$ cat src/rtl/bg_fill_engine.sv
// Background fill engine: on a start request, writes one WIDTH x HEIGHT frame of a
// single colour through a valid/ready write port, then raises a level-held done.
module bg_fill_engine #(
  parameter int WIDTH  = 800,
  parameter int HEIGHT = 600,
  parameter int STRIDE = 1024,
  parameter int ADDR_W = 27,
  parameter int DATA_W = 32
) (
  input  logic              clock,
  input  logic              reset_n,
  input  logic              bg_start,
  output logic              bg_start_ack,
  output logic              bg_done,
  input  logic              bg_done_ack,
  input  logic [ADDR_W-1:0] base_addr,
  input  logic [23:0]       fill_color,
  output logic              wr_valid,
  input  logic              wr_ready,
  output logic [ADDR_W-1:0] wr_addr,
  output logic [DATA_W-1:0] wr_data,
  output logic              busy
);
  // state   | meaning
  // IDLE    | waiting for bg_start while bg_done_ack is low
  // FILL    | issuing pixel writes in raster order
  // DONE_HI | bg_done held high until bg_done_ack is sampled

  localparam int XW = (WIDTH  > 1) ? $clog2(WIDTH)  : 1;
  localparam int YW = (HEIGHT > 1) ? $clog2(HEIGHT) : 1;
  localparam logic [XW-1:0] X_LAST = XW'(WIDTH - 1);
  localparam logic [YW-1:0] Y_LAST = YW'(HEIGHT - 1);

  typedef enum logic [1:0] {
    IDLE    = 2'd0,
    FILL    = 2'd1,
    DONE_HI = 2'd2
  } state_t;

  state_t            state_q, state_d;
  logic [XW-1:0]     x_q, x_d;
  logic [YW-1:0]     y_q, y_d;
  logic [ADDR_W-1:0] line_base_q, line_base_d;
  logic [23:0]       color_q, color_d;

  always_ff @(posedge clock) begin
    if (!reset_n) begin
      state_q     <= IDLE;
      x_q         <= '0;
      y_q         <= '0;
      line_base_q <= '0;
      color_q     <= '0;
    end else begin
      state_q     <= state_d;
      x_q         <= x_d;
      y_q         <= y_d;
      line_base_q <= line_base_d;
      color_q     <= color_d;
    end
  end

  always_comb begin
    state_d      = state_q;
    x_d          = x_q;
    y_d          = y_q;
    line_base_d  = line_base_q;
    color_d      = color_q;
    bg_start_ack = 1'b0;
    unique case (state_q)
      IDLE: begin
        // A still-high bg_done_ack means the previous handshake has not returned to zero.
        if (bg_start && !bg_done_ack) begin
          bg_start_ack = 1'b1;
          line_base_d  = base_addr;
          color_d      = fill_color;
          x_d          = '0;
          y_d          = '0;
          state_d      = FILL;
        end
      end
      FILL: begin
        if (wr_ready) begin
          if (x_q == X_LAST) begin
            x_d         = '0;
            y_d         = y_q + YW'(1);
            line_base_d = line_base_q + ADDR_W'(STRIDE);
            if (y_q == Y_LAST) begin
              state_d = DONE_HI;
            end
          end else begin
            x_d = x_q + XW'(1);
          end
        end
      end
      DONE_HI: begin
        if (bg_done_ack) begin
          state_d = IDLE;
        end
      end
      default: state_d = IDLE;
    endcase
  end

  assign wr_valid = (state_q == FILL);
  assign bg_done  = (state_q == DONE_HI);
  assign busy     = (state_q == FILL) || (state_q == DONE_HI);
  assign wr_addr  = line_base_q + ADDR_W'(x_q);
  assign wr_data  = {{(DATA_W-24){1'b0}}, color_q};

endmodule

$ cat config.mk
export PLATFORM = sky130hd
export DESIGN_NAME = bg_fill_engine
export DESIGN_NICKNAME = d
export VERILOG_FILES = /design/src/rtl/bg_fill_engine.sv
export SDC_FILE = /design/constraint.sdc
export NUM_CORES = 1
export LEC_CHECK = 0
export ABC_CLOCK_PERIOD_IN_PS = 3520
export CAP_MARGIN = 5
export CORE_MARGIN = 8
export CORE_UTILIZATION = 49
export CTS_CLUSTER_SIZE = 20
export DETAILED_ROUTE_END_ITERATION = 6
export GPL_ROUTABILITY_DRIVEN = 0
export PLACE_DENSITY_LB_ADDON = 0.1
export SLEW_MARGIN = 0
export SYNTH_ARGS = -nofsm -noshare
export SYNTH_HDL_FRONTEND = slang
export SYNTH_SLANG_ARGS = --single-unit
$ cat constraint.sdc
create_clock -name clock -period 3.52 [get_ports clock]
set_input_delay 0.528 -clock clock [delete_from_list [all_inputs] [get_ports clock]]
set_output_delay 0.528 -clock clock [all_outputs]
set_load 0.01 [all_outputs]
Yosys cells after proc, flatten, opt, wreduce, memory -nomap -nowiden
Index checks and enable logic that the tools add are counted.
{"block": "totals", "register_bits": 73, "latchBits": 0, "ramBits": 0, "romBits": 0, "in_bits": 56, "out_inout_bits": 63, "word_cells": 46, "memories": 0}
{"block": "classes", "n_addsub": 4, "mul": 0, "div_mod_pow": 0, "order_cmp": 0, "eq_ne": 9, "shift": 0, "n_mux": 19, "bitwise": 0, "n_reduce_logical": 9}
{"op": "27-bit two-way mux", "count": 3}
{"op": "27-bit case mux with 2 select lines", "count": 1}
{"op": "10-bit two-way mux", "count": 5}
{"op": "10-bit case mux with 2 select lines", "count": 2}
{"op": "27-bit by 10-bit adder with 27-bit output", "count": 1}
{"op": "27-bit by 11-bit adder with 27-bit output, second input constant", "count": 1}
{"op": "10-bit by 1-bit adder with 10-bit output, second input constant", "count": 2}
{"op": "10-bit == test, second input constant", "count": 2}
{"op": "2-bit two-way mux", "count": 5}
{"op": "2-bit by 1-bit inequality test with 1-bit output, second input constant", "count": 4}
{"op": "2-bit case mux with 3 select lines", "count": 1}
{"op": "5-bit AND reduction", "count": 1}
{"op": "4-bit AND reduction", "count": 1}
{"op": "3-bit AND reduction", "count": 1}
{"op": "2-bit by 1-bit == test with 1-bit output, second input constant", "count": 1}
{"op": "2-bit == test, second input constant", "count": 1}
{"op": "2-bit zero test", "count": 1}
{"op": "1-bit two-way mux", "count": 2}
{"op": "2-bit inequality test, second input constant", "count": 1}
{"op": "2-bit AND reduction", "count": 1}
{"op": "2-bit nonzero test", "count": 1}
{"op": "1-bit logical AND", "count": 1}
{"op": "1-bit zero test", "count": 1}
{"op": "1-bit logical OR", "count": 1}

Longest topological paths before layout
{"block": "logic_depth", "word_depth": 5, "ltp_mapped": 10, "ltp_nobuf": 7}

Worst setup path before layout
Ideal clock, no wire load.
{"block": "synth_timing", "path_type": "register to output", "startpoint": "register x_q[0]", "endpoint": "output port wr_addr[24]", "t_arrival_ns": 2.190, "path_slack_ns": 0.802, "path_stages_with_launch": 8, "path_buffers": 0, "cell_sequence": "dfxtp_1 ha_1 fa_1 a211oi_1 o21bai_1 a221oi_2 nor3_1 xor2_1"}
{"block": "synth_via", "elab_chain_cells": 1}
{"item": "start, declared", "line": "41", "rtl": "logic [XW-1:0] x_q, x_d;"}
{"item": "start signal, assigned", "line": "49", "rtl": "x_q <= '0;"}
{"item": "start signal, assigned", "line": "55", "rtl": "x_q <= x_d;"}
{"item": "27-bit by 10-bit adder with 27-bit output", "line": "107", "rtl": "assign wr_addr = line_base_q + ADDR_W'(x_q);"}
{"item": "end, declared", "line": "20", "rtl": "output logic [ADDR_W-1:0] wr_addr,"}
No other way between the ends.

Final worst setup path
{"block": "layout_timing", "startpoint": "register x_q[0]", "endpoint": "output port wr_addr[12]"}
Same word-level chain as after synthesis.

==> results.sh <==
export IMPL_ant_nets=0
export IMPL_end_kind="primary output"
export IMPL_slowest_stage="fa_1"
export IMPL_ctsHoldBuffers=0
export IMPL_post_place_ws_ns=0.275
export IMPL_tns_ns=0
export IMPL_grt_pass1_vias=3845
export IMPL_drc_errors=0
export IMPL_start_kind="flop"
export IMPL_syn_area_per_cell_um2=8.37
export IMPL_grt_pass1_wl_um=19000
export IMPL_worstPathRequired_ns=2.99
export IMPL_reg2reg_slack_ns=0.89
export IMPL_setup_slack_ns=0.151
export IMPL_holdCritPathClass="flop to flop"
export IMPL_synth_flop_cell="dfxtp_1"
export IMPL_syn_inst=509
export IMPL_synth_top_family_by_area="simple AND/OR/NAND/NOR gates"
export IMPL_cts_buffer_depth=2
export IMPL_pin_count=119
export IMPL_fp_coreArea_um2=8590
export IMPL_drv_slew=0
export IMPL_relSlewSlack_pct=44.6
export IMPL_routedWlPerCell_um=16.0
export IMPL_yosys_area_share_simple_pct=24.4
export IMPL_num_vias=3986
export IMPL_die_area_um2=11900
export IMPL_yosys_mux_area_fraction_pct=2.00
export IMPL_path_class="flop to primary output"
export IMPL_post_route_period_util_pct=95.7
export IMPL_powerDensity_nw_per_um2=503
export IMPL_synth_xor_area_share_pct=8.43
export IMPL_min_period_ns=3.37
export IMPL_max_vdd_ir_drop_mv=0.319
export IMPL_synth_edf_count=0
export IMPL_yosysWarnings=0
export IMPL_fin_skew_ns=0.00861
export IMPL_path_clk_slew_ns=0.08
export IMPL_drive_gt1_share_pct=7.18
export IMPL_crit_family="adder cells"
export IMPL_row_count=34
export IMPL_tightest_slew_ns=0.825
export IMPL_initial_utilization_pct=49.5
export IMPL_htree_levels=3
export IMPL_cts_buffers=9
export IMPL_maxCapViolCount=0
export IMPL_async_flop_share_pct=0
export IMPL_synthToLayoutAreaGrowth_pct=31.3
export IMPL_synth_compound_area_share_pct=19.7
export IMPL_ys_types=62
export IMPL_fmax_ghz=0.297
export IMPL_grt_max_degree=33
export IMPL_outcome="completed"
export IMPL_critPathMaxFanout=9
export IMPL_p_leak_uw=0.00227
export IMPL_fp_dieH_um=109
export IMPL_port_buffers=110
export IMPL_root_buffer="clkbuf_8"
export IMPL_hold_viol=0
export IMPL_ys_seq_area_share_pct=34.3
export IMPL_dp_hpwl_um=8520
export IMPL_first_pass_iters=4
export IMPL_fillers=748
export IMPL_finalWirelength_um=11500
export IMPL_grt_util_all_layers_pct=19.8
export IMPL_slowest_delay_ns=0.43
export IMPL_clock_sink_count=73
export IMPL_rsz0062_at_grt="no"
export IMPL_finalSetupViolCount=0
export IMPL_final_util_pct=65.0
export IMPL_die_width_um=109
export IMPL_antenna_cells=0
export IMPL_nets=683
export IMPL_dp_cells=706
export IMPL_drtIter0Drc=195
export IMPL_final_cells=721
export IMPL_path_buf_inv=2
export IMPL_crit_chain="ha_1 > fa_1 > a211oi_1 > o21bai_1 > a221oi_2 > buf_4 > nand2b_1 > xnor2_1 > dlygate4sd2_1"
export IMPL_avgViaCountPerCell=5.53
export IMPL_critPathArrivalTime_ns=2.84
export IMPL_tritoncts="done"
export IMPL_ys_seq_elements=73
export IMPL_grt_overflow=0
export IMPL_synth_fa_ha_area_share_pct=5.17
export IMPL_syn_area_um2=4260
export IMPL_clk_latency_ns=0.34
export IMPL_antenna_found_initial=0
layout make-up:
class                           instances  area (um2)  share of cell area (%)
Clock buffer                           11         151                    2.71
Clock inverter                          3        65.1                    1.16
Inverter                                7        26.3                   0.470
Multi-Input combinational cell        398        2580                    46.1
Sequential cell                        73        1460                    26.2
Tap cell                              108         135                    2.42
Timing Repair Buffer                  121        1170                    21.0
power breakdown:
| part | internal, uW | switching [uW] | leakage, uW | total [uW] |
|---|---|---|---|---|
| clock network | 429 | 299 | 0.000111 | 729 |
| registers | 935 | 122 | 0.000594 | 1060 |
| logic | 485 | 538 | 0.00157 | 1020 |
cells by family (layout without fill, tap and decap cells):
kind of cell,after synthesis,after routing
flip-flops,73,73
XOR/XNOR,41,41
adder cells (fa/ha/maj),17,17
multiplexers,7,7
buffers and inverters,45,142
other,1,8
AND/OR/NAND/NOR,211,211
AO/OA/AOI/OAI,114,114
worst paths after layout:
path | depth (start not counted) | end | from
worst min register to register | 2 | color_q[15] | color_q[15]
worst max-delay path | 9 | wr_addr[12] | x_q[0]
worst min-delay path | 2 | color_q[15] | color_q[15]
worst max register to register | 7 | line_base_q[12] | x_q[0]
timing repair:
action | CTS | global route
buffers inserted | 0 | 1
pin swaps | 0 | 1
resized for setup | 9 | 3
setup endpoints to repair | 9 | 10
sequential cells by signal (all words and copies together) (netlist names):
name         cells
line_base_q     27
color_q         24
x_q             10
y_q             10
state_q          2
tightest hold or removal path: stages (launching register included):
cell and delay (ns):
dfxtp_1 0.31, nand2_1 0.05, a21oi_1 0.05
synth_stat cells, drive strengths merged (2+ instances only):
master,n,area share (%)
inv,6,0.53
nand3b,4,0.71
buf,23,3.9
a21oi,29,3.7
a22oi,23,4.1
ha,16,4.7
nor2,51,4.5
nor2b,2,0.29
nand4,18,2.6
and4,4,0.85
a211oi,5,1.1
a21o,3,0.53
and2,9,1.4
a21boi,23,4.1
or3,6,0.88
nand2b,4,0.59
o21ai,5,0.59
clkbuf,15,1.4
a2111oi,2,0.71
and3,16,2.4
or2,2,0.29
o22ai,11,1.6
xor2,31,6.4
nand3,18,2.1
a221o,3,0.71
xnor2,10,2.1
mux2i,5,1.5
dfxtp,73,34
nor3,5,0.59
mux2,2,0.53
nand2,68,6.1
metal layers:
layer	global-route usage, %	up-vias	wire length (um)
li1	-	1987	-
met1	25.5	1860	5190
met2	29.7	129	5020
met3	8.75	10	1180
met4	5.01	0	121
met5	0	-	0
stage by stage:
step                total power [uW]  hold slack [ns]  instance area, um2
global placement                2090            0.441                5370
finish                          2810            0.455                5590
global route                    2990            0.476                5590
floorplan                       1740            0.443                4280
CTS                             2830            0.456                5580
detailed placement              2120            0.447                5370
placed cells by master, fill, tap and decap left out, drive strengths merged, types with 2 or more instances in the layout:
cell type      Yosys  layout
clkbuf            15      11
nor2              51      51
nand2             68      68
or2                2       2
buf               23      11
bufinv             0       2
a21oi             29      29
conb               1       8
a21o               3       3
and4               4       4
or3                6       6
nand2b             4       4
and3              16      16
clkinv             1       2
o22ai             11      11
nor3               5       5
a211oi             5       5
xnor2             10      10
dlygate4sd2        0       9
dfxtp             73      73
a22oi             23      23
nand3             18      18
a21boi            23      23
xor2              31      31
nand3b             4       4
mux2               2       2
nand4             18      18
ha                16      16
inv                6       6
nor2b              2       2
clkdlybuf4s50      0     101
o21ai              5       5
and2               9       9
mux2i              5       5
a221o              3       3
a2111oi            2       2
(Power assumes the default switching activity.)
